<file path="config.mk">
export PLATFORM = sky130hd
export DESIGN_NAME = universal_register
export DESIGN_NICKNAME = d
export VERILOG_FILES = /design/src/rtl/universal_register_pkg.sv /design/src/rtl/ureg_step.sv /design/src/rtl/universal_register.sv
export SDC_FILE = /design/constraint.sdc
export NUM_CORES = 1
export LEC_CHECK = 0
export BUFFER_PORTS_ARGS = -buffer_cell sky130_fd_sc_hd__clkbuf_2
export CAP_MARGIN = 20
export CELL_PAD_IN_SITES_DETAIL_PLACEMENT = 0
export CELL_PAD_IN_SITES_GLOBAL_PLACEMENT = 2
export CORE_ASPECT_RATIO = 1.2
export CORE_MARGIN = 3
export CORE_UTILIZATION = 33
export CTS_CLUSTER_SIZE = 20
export DETAILED_ROUTE_END_ITERATION = 6
export GPL_TIMING_DRIVEN = 1
export PLACE_DENSITY_LB_ADDON = 0.2
export SKIP_CTS_REPAIR_TIMING = 1
export SYNTH_ARGS = -nofsm -noshare
export SYNTH_HDL_FRONTEND = slang
export SYNTH_SLANG_ARGS = --single-unit
</file>
<file path="constraint.sdc">
create_clock -name clk -period 3.1 [get_ports clk]
set_input_delay 0.155 -clock clk [delete_from_list [all_inputs] [get_ports clk]]
set_output_delay 0.155 -clock clk [all_outputs]
set_load 0.05 [all_outputs]
</file>
<file path="src/rtl/universal_register_pkg.sv">
// universal_register_pkg
//   Shared definitions for the universal register:
//     - operation mode encodings (MODE_HOLD .. MODE_ASHR, MODE_RSVD)
//     - auto-shift FSM state type (IDLE / RUN / FIN)
//     - is_auto_mode(): true for modes the auto-shift engine accepts
//     - step_bit():     one-step next value of a single register bit
package universal_register_pkg;

    localparam logic [2:0] MODE_HOLD = 3'b000;
    localparam logic [2:0] MODE_LOAD = 3'b001;
    localparam logic [2:0] MODE_SHL  = 3'b010;
    localparam logic [2:0] MODE_SHR  = 3'b011;
    localparam logic [2:0] MODE_ROTL = 3'b100;
    localparam logic [2:0] MODE_ROTR = 3'b101;
    localparam logic [2:0] MODE_ASHR = 3'b110;
    localparam logic [2:0] MODE_RSVD = 3'b111;

    typedef enum logic [1:0] {
        IDLE = 2'd0,
        RUN  = 2'd1,
        FIN  = 2'd2
    } ureg_state_e;

    // Shift/rotate modes are the only ones the auto-shift engine will run.
    function automatic logic is_auto_mode(input logic [2:0] m);
        return (m >= MODE_SHL) && (m <= MODE_ASHR);
    endfunction

    // Next value of one bit. lower_q is the bit that moves in on a left
    // move, upper_q the bit that moves in on a right move; at the register
    // ends the caller substitutes the serial input / wrap / sign bit.
    function automatic logic step_bit(input logic [2:0] m,
                                      input logic       d,
                                      input logic       self_q,
                                      input logic       lower_q,
                                      input logic       upper_q);
        logic r;
        case (m)
            MODE_LOAD:                       r = d;
            MODE_SHL, MODE_ROTL:             r = lower_q;
            MODE_SHR, MODE_ROTR, MODE_ASHR:  r = upper_q;
            default:                         r = self_q;  // HOLD, reserved
        endcase
        return r;
    endfunction

endpackage

</file>
<file path="src/rtl/ureg_step.sv">
// ureg_step
//   Combinational single-step shifter: computes the register value after
//   one operation of mode_i. Shared by the single-step and auto-shift paths.
//   Ports:
//     q_i      [N]  current contents
//     d_i      [N]  parallel load data
//     mode_i   [3]  operation select
//     sin_l_i       serial bit entering MSB on logical right shift
//     sin_r_i       serial bit entering LSB on left shift
//     q_o      [N]  contents after one step
module ureg_step
    import universal_register_pkg::*;
#(
    parameter int N = 8
) (
    input  logic [N-1:0] q_i,
    input  logic [N-1:0] d_i,
    input  logic [2:0]   mode_i,
    input  logic         sin_l_i,
    input  logic         sin_r_i,
    output logic [N-1:0] q_o
);

    logic lsb_in;  // bit entering at LSB on a left move
    logic msb_in;  // bit entering at MSB on a right move

    always_comb begin
        lsb_in = (mode_i == MODE_ROTL) ? q_i[N-1] : sin_r_i;
        case (mode_i)
            MODE_ROTR: msb_in = q_i[0];
            MODE_ASHR: msb_in = q_i[N-1];
            default:   msb_in = sin_l_i;
        endcase
    end

    for (genvar i = 0; i < N; i++) begin : g_bit
        logic lower, upper;
        if (i == 0) begin : g_lo_end
            assign lower = lsb_in;
        end else begin : g_lo_mid
            assign lower = q_i[i-1];
        end
        if (i == N-1) begin : g_hi_end
            assign upper = msb_in;
        end else begin : g_hi_mid
            assign upper = q_i[i+1];
        end
        assign q_o[i] = step_bit(mode_i, d_i[i], q_i[i], lower, upper);
    end

endmodule

</file>
<file path="src/rtl/universal_register.sv">
// universal_register
//   N-bit register with per-cycle hold/load/shift/rotate and a multi-cycle
//   auto-shift engine (start/amt -> busy for amt cycles -> one-cycle done).
//   Optional feature macro: UREG_PARITY_EN adds a registered even-parity
//   output 'parity' (^Q), updated on the same edge as Q.
//   Ports:
//     clk, reset      rising-edge clock, synchronous active-high reset
//     en              single-step enable (ignored while busy)
//     mode [3]        operation select
//     I [N]           parallel load data
//     sin_l, sin_r    serial inputs at MSB / LSB
//     start, amt      auto-shift launch and count (amt clamps to N)
//     Q [N]           registered contents
//     sout_l, sout_r  Q[N-1], Q[0]
//     busy, done      auto-shift running / one-cycle completion pulse
module universal_register
    import universal_register_pkg::*;
#(
    parameter int N     = 8,
    parameter int CNT_W = $clog2(N) + 1
) (
    input  logic             clk,
    input  logic             reset,
    input  logic             en,
    input  logic [2:0]       mode,
    input  logic [N-1:0]     I,
    input  logic             sin_l,
    input  logic             sin_r,
    input  logic             start,
    input  logic [CNT_W-1:0] amt,
    output logic [N-1:0]     Q,
`ifdef UREG_PARITY_EN
    output logic             parity,
`endif
    output logic             sout_l,
    output logic             sout_r,
    output logic             busy,
    output logic             done
);

    ureg_state_e      state_q;
    logic [N-1:0]     q_q, q_d;
    logic [2:0]       mode_q;
    logic [CNT_W-1:0] cnt_q;
    logic             busy_q, done_q;

    logic [2:0]       step_mode;
    logic [N-1:0]     step_q;
    logic [CNT_W-1:0] amt_sat;
    logic             launch;

    assign amt_sat = (amt > CNT_W'(N)) ? CNT_W'(N) : amt;
    assign launch  = (state_q == IDLE) && start && is_auto_mode(mode);

    ureg_step #(.N(N)) u_step (
        .q_i    (q_q),
        .d_i    (I),
        .mode_i (step_mode),
        .sin_l_i(sin_l),
        .sin_r_i(sin_r),
        .q_o    (step_q)
    );

    // Next Q: RUN uses the latched mode; IDLE performs a single step when
    // start carries a non-shift mode or en is set. A launching start leaves
    // Q untouched on its own edge.
    always_comb begin
        q_d       = q_q;
        step_mode = mode;
        case (state_q)
            IDLE: begin
                if (start) begin
                    if (!is_auto_mode(mode)) q_d = step_q;
                end else if (en) begin
                    q_d = step_q;
                end
            end
            RUN: begin
                step_mode = mode_q;
                q_d       = step_q;
            end
            default: q_d = q_q;
        endcase
    end

    always_ff @(posedge clk) begin
        if (reset) begin
            state_q <= IDLE;
            q_q     <= '0;
            mode_q  <= MODE_HOLD;
            cnt_q   <= '0;
            busy_q  <= 1'b0;
            done_q  <= 1'b0;
        end else begin
            q_q <= q_d;
            case (state_q)
                IDLE: begin
                    done_q <= 1'b0;
                    if (launch) begin
                        mode_q <= mode;
                        if (amt_sat == '0) begin
                            state_q <= FIN;
                            done_q  <= 1'b1;
                        end else begin
                            cnt_q   <= amt_sat;
                            state_q <= RUN;
                            busy_q  <= 1'b1;
                        end
                    end
                end
                RUN: begin
                    cnt_q <= cnt_q - CNT_W'(1);
                    // Count of 1 means this edge applies the last shift.
                    if (cnt_q == CNT_W'(1)) begin
                        state_q <= FIN;
                        busy_q  <= 1'b0;
                        done_q  <= 1'b1;
                    end
                end
                FIN: begin
                    done_q  <= 1'b0;
                    state_q <= IDLE;
                end
                default: begin
                    state_q <= IDLE;
                    busy_q  <= 1'b0;
                    done_q  <= 1'b0;
                end
            endcase
        end
    end

`ifdef UREG_PARITY_EN
    logic parity_q;
    always_ff @(posedge clk) begin
        if (reset) parity_q <= 1'b0;
        else       parity_q <= ^q_d;
    end
    assign parity = parity_q;
`endif

    assign Q      = q_q;
    assign sout_l = q_q[N-1];
    assign sout_r = q_q[0];
    assign busy   = busy_q;
    assign done   = done_q;

endmodule

</file>
# --- Yosys cells after proc, flatten, opt, wreduce, memory -nomap -nowiden ---
# Index checks and enable logic that the tools add are counted.
# Widths: inputs -> output; s select.
op_classes:
  add_sub_neg: 1
  n_mux: 31
  n_eq_ne: 14
  reduce_logical: 13
  magnitude_cmp: 3
  n_bitwise: 1
op_table:
  columns: ["operator", "count"]
  rows:
  - ["$pmux 1 s3", 9]
  - ["$mux 8", 3]
  - ["$pmux 8 s2", 1]
  - ["$mux 4", 3]
  - ["$eq 3x3->1 const B", 3]
  - ["$pmux 4 s2", 1]
  - ["$mux 1", 7]
  - ["$eq 3x2->1 const B", 2]
  - ["$mux 2", 3]
  - ["$ne 2x2->1 const B", 3]
  - ["$ne 3x3->1 const B", 2]
  - ["$reduce_and 3->1", 2]
  - ["$eq 4x1->1 const B", 1]
  - ["$gt 4x4->1 const B", 1]
  - ["$logic_not 4->1", 1]
  - ["$pmux 1 s2", 2]
  - ["$pmux 2 s2", 1]
  - ["$reduce_and 2->1", 2]
  - ["$reduce_and 4->1", 1]
  - ["$sub 4x1->4 const B", 1]
  - ["$eq 3x1->1 const B", 1]
  - ["$ge 3x2->1 const B", 1]
  - ["$le 3x3->1 const B", 1]
  - ["$logic_and 1x1->1", 3]
  - ["8 further kinds", 8]
totals:
  register_bits: 19
  out_inout_bits: 12
  input_bits: 21

# --- Logic depth before layout (Yosys ltp) ---
# Gate-level depths: netlist of the first run.
logic_depth:
  depth_word: 8
  mapped_depth: 8

# --- By module ---
# Synthesis of the first run repeated with hierarchy kept, for this count alone.
hier_totals:
  cells_unflattened: 153
  hier_area_um2: 1386.3
modules_own_cells:
  columns: ["module", "n_inst", "area_per_inst_um2", "cells_per_inst"]
  rows:
  - ["universal_register", 1, 975.9, 108]
  - ["ureg_step", 1, 410.4, 45]

# --- Worst setup path before layout of the first run ---
# No wires, ideal clock.
synth_path:
  kind: "flip-flop to flip-flop"
  startpoint: "register state_q[0]"
  endpoint: "register q_q[1] (netlist: Q[1])"
  required_time_ns: 3.021
  stages_incl_launch_ff: 9
  path_slack_ns: 1.333
  arrival_ns: 1.688
  path_buffers: 3
  setup_time_ns: 0.079
  path_cell_list: "dfxtp_1 buf_6 nor2b_4 buf_6 mux2i_4 buf_6 a21oi_1 a2bb2oi_1 a211oi_2"
synth_via:
  elab_chain_len: 8
  elab_cells_between_ends: 20
  classes_between: "eq/ne (9); mux (6); reduce/logical (5)"
synth_rtl:
  columns: ["item", "line", "source"]
  rows:
  - ["start, declared", "universal_register.sv:41", "ureg_state_e state_q;"]
  - ["start signal, assigned", "universal_register.sv:88", "state_q <= IDLE;"]
  - ["start signal, assigned", "universal_register.sv:102", "state_q <= FIN;"]
  - ["start signal, assigned", "universal_register.sv:106", "state_q <= RUN;"]
  - ["$eq 2x1->1", "universal_register.sv:70", "case (state_q)"]
  - ["$mux 3", "universal_register.sv:70", null]
  - ["$eq 3x2->1 or $eq 3x3->1 (tied branches)", "universal_register_pkg.sv:38", "case (m)"]
  - ["$reduce_or 3->1 or $reduce_or 2->1 (tied branches)", "universal_register_pkg.sv:38", null]
  - ["$pmux 1 s3", "universal_register_pkg.sv:38", null]
  - ["$mux 8 (on tied branches)", "universal_register.sv:74, universal_register.sv:73", null]
  - ["$mux 8", "universal_register.sv:72", "if (start) begin"]
  - ["$pmux 8 s2", "universal_register.sv:70", null]
  - ["end signal, assigned", "universal_register.sv:95", "q_q <= q_d;"]
  - ["end, declared", "universal_register.sv:42", "logic [N-1:0] q_q, q_d;"]
# Parallel ways exist; a longest one is shown, timed or not. The select of a mux whose other input is x is not followed.
# A chain may end at the register's enable or synchronous reset.

# --- Final worst setup path of the first run ---
layout_path:
  startpoint: "register state_q[0]"
  endpoint: "register q_q[0] (netlist: Q[0])"
layout_via:
  elab_chain_len: 8
  elab_cells_between_ends: 21
  classes_between: "eq/ne (9); mux (7); reduce/logical (5)"
layout_rtl:
  columns: ["item", "line"]
  rows:
  - ["$eq 2x1->1", "universal_register.sv:70"]
  - ["$mux 3", "universal_register.sv:70"]
  - ["$eq 3x2->1, or another cell as far along", "universal_register_pkg.sv:38"]
  - ["$reduce_or 3->1, or another cell as far along", "universal_register_pkg.sv:38"]
  - ["$pmux 1 s3", "universal_register_pkg.sv:38"]
  - ["$mux 8 (on tied branches)", "universal_register.sv:74, universal_register.sv:73"]
  - ["$mux 8", "universal_register.sv:72"]
  - ["$pmux 8 s2", "universal_register.sv:70"]
# Parallel ways exist; a longest one is shown, timed or not. The select of a mux whose other input is x is not followed.

==> impl_results.md, run 1 <==
- Worst-path clk slew: 0.08 ns
- Power per cell area: 546 mW/mm²
- Routed Antenna Nets: 0
- Initial antenna violation count: 0
- Max IR drop VDD: 180 µV
- Outcome: finished, final reports clean
- Worst path bufs/invs: 0
- Critical Path Source Type: register
- Worst-path cell chain: nor2b_4 -> mux2i_4 -> o21ai_0 -> a222oi_1 -> a311oi_1
- CP arrival: 2.31 ns
- Worst EP required: 3.23 ns
- Synthesized area: 0.00135 mm²
- Syn Area/Cell: 8.65 µm²
- EDFF count, synth: 0
- Drt drc: 0
- Leakage: 0.612 nW
- Sequential share of the synthesized area: 28.2%
- Deepest clock path buffer count: 2
- TNS Setup: 0 ns
- Layout area overhead: 12.7%
- GR peak layer: met2
- Hold path endpoint: Q[7]
- All-Layer GR Usage: 14.8%
- End of the worst register-to-register path: Q[0]
- Vias: 1262
- Reg2Reg Setup Slack: 0.92 ns
- Drt wl/cell: 15.1 µm
- Most frequent cells in the layout: clkbuf_2 (32), a21oi_1 (26), dfxtp_1 (19), nand2_1 (9)
- First-pass DRT Iterations: 4
- HPWL Detailed: 2600 µm
- Worst Hold Class: input port to register
- Critical path depth in cells: 5
- I/O Pins: 33
- Std cell rows: 24
- CTS Sinks: 19
- RSZ-0062 raised after global routing: no
- Synth Register Bits: 19
- Final Routed Wirelength: 3470 µm
- Main synth FF type: dfxtp_1
- FMAX: 0.460 GHz
- Fin. Hold Viols: 0
- GPL Wtd Cong: 0.791
- Critical path class: register to register
- Slowest cell on crit path: mux2i_4
- Iteration-0 DRC Markers: 73
- Die area: 0.00489 mm²
- Post-Synth XOR/XNOR Area: 2.60%
- TritonCTS clock tree: done
- CP max FO: 18
- Final Cycle Share: 70.2%
- GR Util met2: 24.3%
- Max-slew headroom at the worst pin: 61.7%
- Dpl cells: 226
- Final WS setup: 0.924 ns
- Port buffer count: 32
- Post-synth cell types: 46
- Final instance area: 0.00152 mm²
- Die Ht: 76.0 µm
- Global routing usage on met1: 19.8%
- Starting Density: 35.6%
- Crit-path leading delay family: multiplexers
- Mapped Cells: 156
- Filler cells: 428
- Placed cell area: 0.00147 mm²
- Combinational family with the most area after synthesis: compound AO/OA/AOI/OAI gates
- Grt ovf: 0
- Synth Net Count: 179
- Layout Nets: 202
- WHS Path Cells: 3
- Critical Path Sink Type: register
- Worst setup skew after layout: 0.00491 ns
- Vias in the first global route: 1196
- Asr flop ratio synth: 0%
- Post-synthesis mux area share: 8.53%
- Simple-Gate Fraction of Synth Area: 20.2%
- Largest net degree at the start of global routing: 20
- GRT met3 Usage: 2.65%
- Die X: 64.4 µm
- Tightest Pin Transition: 0.562 ns
- Launching point of the worst reg2reg path: state_q[0]
- Pre-CTS setup slack: 0.930 ns
- Final Max Slew Viols: 0
- Vias per cell: 5.49
- Final Setup Violations: 0
- Worst-Skew Late Latency: 0.26 ns
- Worst reg2reg path depth: 5
- CTS H-tree depth: 1
- Number of diodes: 0
- Min-Delay Startpoint: I[7]
- Delay of the slowest critical-path stage: 0.58 ns
- Period minus WS final: 2.18 ns
- Ys Warns: 0
- Synth Area in Compound Gates: 29.8%
- First-pass GRT wire length: 5910 µm
- Adder-cell share of the synthesized area: 1.86%
- Finished Layout Cells: 230
- CTS root buf: clkbuf_8
- Layout cell share with drive strength beyond 1: 26.4%
- Commonest non-fill, non-tap cell in the layout: clkbuf_2
- CTS Buf Count: 3
- Total core area: 0.00378 mm²
- Maxcap violations: 0
state kept, by name, indices dropped and copies added, names as in the netlist:
register / count
Q: 8
cnt_q: 4
mode_q: 3
state_q: 2
busy: 1
done: 1
area by class of cell:
class                   instances  area, µm²  share of cell area [%]
multi-input cells             119        850                    55.9
clock buffers                   3       41.3                    2.72
repair buffers                 33        168                    11.0
flip-flops and latches         19        380                    25.0
well taps                      52       65.1                    4.28
clock inverters                 1       5.00                   0.329
inverters                       3       11.3                   0.741
synth_stat cells, types with 2 or more instances:
cell	number	area, µm²
a211oi_1	7	52.6
a211oi_2	2	25.0
a21oi_1	26	130
a2bb2oi_1	6	52.6
a311oi_1	2	17.5
a31oi_1	3	18.8
and3_1	3	18.8
buf_2	5	25.0
buf_4	2	15.0
buf_6	5	56.3
clkbuf_1	2	7.51
dfxtp_1	19	380
ha_1	2	25.0
inv_1	3	11.3
mux2i_4	4	90.1
nand2_1	9	33.8
nand2b_1	3	18.8
nand3_1	3	15.0
nand3b_1	2	15.0
nand4bb_1	2	22.5
nor2_1	7	26.3
nor3_1	6	30.0
nor3b_1	2	15.0
o21ai_0	6	30.0
xor2_1	4	35.0
cell families (layout without fill, tap and decap cells):
group           after synthesis  count (layout)
mux                           6               6
buf+inv                      18              40
compound gates               61              61
simple gates                 46              46
flops                        19              19
fa+ha+maj                     2               2
xor+xnor                      4               4
where the power goes:
part	switching [mW]	internal (mW)	leakage (nW)
logic	0.211	0.124	0.430
clock network	0.0925	0.0895	0.0255
registers	0.0390	0.274	0.157
layer usage:
| layer | routed length (µm) | share of wire, % |
|---|---|---|
| met1 | 1570 | 45 |
| met2 | 1740 | 50 |
| met3 | 128 | 3.7 |
| met4 | 33 | 0.95 |
| met5 | 0 | 0 |
worst max-delay path by stage:
stage,start,end
2_1_floorplan,state_q[0],Q[1]
3_3_place_gp,state_q[0],Q[0]
3_5_place_dp,state_q[0],Q[0]
4_1_cts,state_q[0],Q[0]
5_1_grt,state_q[0],Q[0]
6_report,state_q[0],Q[0]
tightest hold or removal path, delay by kind of cell:
family | cells | cell delay (ns)
and+or+nand+nor | 1 | 0.05
buffers and inverters | 1 | 0.08
AOI/OAI and AO/OA | 1 | 0.05
stage by stage:
step	util (%)	hold slack [ns]	total power [mW]
after floorplan	-	0.296	0.595
after global placement	39.0	0.399	0.651
after detailed placement	39.0	0.394	0.655
after CTS	40.2	0.115	0.840
after global routing	40.2	0.150	0.883
final	40.2	0.120	0.830
Power figures use the tool's default switching activity.
==> inputs of run 2 (changes only) <==
Settings changed: ABC_AREA from default to 1, CORE_UTILIZATION 33 to 27.
Clock period 3.1 ns to 2.1 ns, I/O delays scaled along.
==> impl_results.md, run 2 <==
- Sequential share of the synthesized area: 27.9%
- Final Max Slew Viols: 0
- Most frequent cells in the layout: nand2_1 (72), inv_1 (32), clkbuf_2 (32), nor2_1 (24), dfxtp_1 (18)
- Final Setup Violations: 0
- Share of the synthesized area in the top cell type: 27.9%
- Port buffer count: 32
- Sequential share of power: 33.4%
- Final WS setup: 0.296 ns
- Mapped Cells: 224
- Die area: 0.00595 mm²
- EDFF count, synth: 0
- Post-synth top cells: nand2_1 (72), inv_1 (32), nor2_1 (24), dfxtp_1 (19), nand3_1 (15)
- Iteration-0 DRC Markers: 44
- Synth Register Bits: 19
- TNS Setup: 0 ns
- Syn Area/Cell: 6.09 µm²
- Asr flop ratio synth: 0%
- Sw power: 685 µW
- Total core area: 0.00473 mm²
- HPWL Detailed: 2880 µm
- Placed cell area: 0.00156 mm²
- Comb power frac: 48.3%
- CTS Buf Count: 3
- Largest net degree at the start of global routing: 15
- Layout area overhead: 18.3%
- First-pass GRT wire length: 6070 µm
- Die Ht: 83.9 µm
- Largest register FFs: 8
- Power, Total: 1.44 mW
- Period minus WS final: 1.80 ns
- Layout Nets: 279
- CP arrival: 1.96 ns
- Std cell rows: 27
- Final Routed Wirelength: 3540 µm
- Area leader, netlist: dfxtp_1
- Tightest Pin Transition: 0.350 ns
- RSZ-0062 raised after global routing: no
- CTS root buf: clkbuf_8
- Hold_ws: 0.0862 ns
- Main synth FF type: dfxtp_1
- Drt wl/cell: 11.3 µm
- Layout cell share with drive strength beyond 1: 23.1%
- Final instance area: 0.00162 mm²
- Number of diodes: 0
- Commonest non-fill, non-tap cell in the layout: nand2_1
- Leakage: 0.853 nW
- Vias: 1406
- Worst-path clk slew: 0.08 ns
- Deepest clock path buffer count: 2
- Initial antenna violation count: 0
- Drt drc: 0
- Switching share of power: 47.5%
- TritonCTS clock tree: done
- Vias in the first global route: 1349
- Worst Hold Class: input port to register
- Critical Path Source: state_q[1]
- Finished Layout Cells: 313
- Die X: 70.9 µm
- I/O Pins: 33
- First-pass DRT Iterations: 4
- Vias per cell: 4.49
- Clock power share: 18.3%
- Pint: 758 µW
- Min-Delay Startpoint: reset
- CTS H-tree depth: 1
- Fin. Hold Viols: 0
- Worst setup skew after layout: 0.00323 ns
- All-Layer GR Usage: 12.7%
- Dpl cells: 309
- Delay of the slowest critical-path stage: 0.42 ns
- Most repeated library cell on the critical path: nand2_4
- Power per cell area: 894 mW/mm²
- Critical Path Sink Type: register
- Critical path class: register to register
- CTS Sinks: 19
- Max IR drop VDD: 329 µV
- Critical Path Source Type: register
- Ys Warns: 0
- FMAX: 0.554 GHz
- Worst EP required: 2.26 ns
- Synth Net Count: 247
- Synthesized area: 0.00137 mm²
- Max-slew headroom at the worst pin: 76.5%
- Grt ovf: 0
- Routed Antenna Nets: 0
- Worst-Skew Late Latency: 0.26 ns
- Worst-path cell chain: inv_2 -> nand2_4 -> nand2_1 -> nand2_2 -> nand3_1 -> nand2_4 -> nor2_2 -> nand2_4 -> nand2_4 -> nor2_1 -> nor2_1
- Post-synth cell types: 24
- Slowest cell on crit path: dfxtp_1
- Final core utilization: 34.2%
- CP max FO: 14
- Pre-CTS setup slack: 0.126 ns
- Launching point of the worst reg2reg path: state_q[1]
- Final Cycle Share: 85.9%
- Outcome: finished, final reports clean
- Maxcap violations: 0
- GPL Wtd Cong: 0.743
- Top cells by area, synth: dfxtp_1 (28%), nand2_1 (20%), inv_1 (8.8%)
- Count leader, synth: nand2_1
- Starting Density: 28.9%
==> run 2: changes by cell type after synthesis, sizes merged, moves of 4 or more <==
cell | previous run | this run
nor2 | 7 | 26
a211oi | 9 | 0
inv | 3 | 34
a21oi | 26 | 10
nand2 | 9 | 86
buf | 13 | 6
mux2i | 5 | 0
nand2b | 4 | 0
nand3 | 3 | 18
a2bb2oi | 6 | 0
==> run 2: kinds of logic (layout without fill, tap and decap cells) <==
| logic type | Yosys count | after routing | share of synthesized area (%) |
|---|---|---|---|
| buffers and inverters | 40 | 71 | 13.0 |
| flip-flops | 19 | 19 | 27.9 |
| AO/OA/AOI/OAI | 23 | 23 | 8.98 |
| adder cells (fa/ha/maj) | 2 | 2 | 1.83 |
| AND/OR/NAND/NOR | 139 | 139 | 47.7 |
| XOR/XNOR | 1 | 1 | 0.642 |
==> run 2: worst paths after layout <==
kind | endpoint | slack [ns] | cells after the start
max | Q[1] | 0.30 | 11
min | state_q[0] | 0.09 | 2
max reg2reg | Q[1] | 0.30 | 11
min reg2reg | busy | 0.46 | 2
==> run 2: power groups by stage <==
stage	Sequential (mW)	Clock (mW)	Combinational, mW
final	0.482	0.264	0.697
after global routing	0.496	0.299	0.781
after CTS	0.484	0.281	0.698
after detailed placement	0.492	0	0.695
after global placement	0.493	0	0.709
after floorplan	0.601	0	0.451
==> run 2: layer usage <==
metal	global-route usage (%)	part of all wire (%)	vias to the layer above
met5	0	0	-
met4	3.08	0.71	0
met3	3.01	4.6	2
met2	23.1	50	32
met1	14.6	45	612
li1	-	-	760
==> run 2: critical path: cells and delay by family, from the launching register on <==
family,cells,cell delay (ns)
simple gates,10,1.17
flops,1,0.42
buf+inv,1,0.12
==> run 2: layout make-up <==
| type | instances | area, µm² |
|---|---|---|
| well taps | 58 | 72.6 |
| fillers | 558 | 3110 |
| flip-flops and latches | 19 | 382 |
| multi-input cells | 165 | 817 |
| inverters | 34 | 130 |
| clock buffers | 3 | 41.3 |
| clock inverters | 1 | 5.00 |
| repair buffers | 33 | 168 |
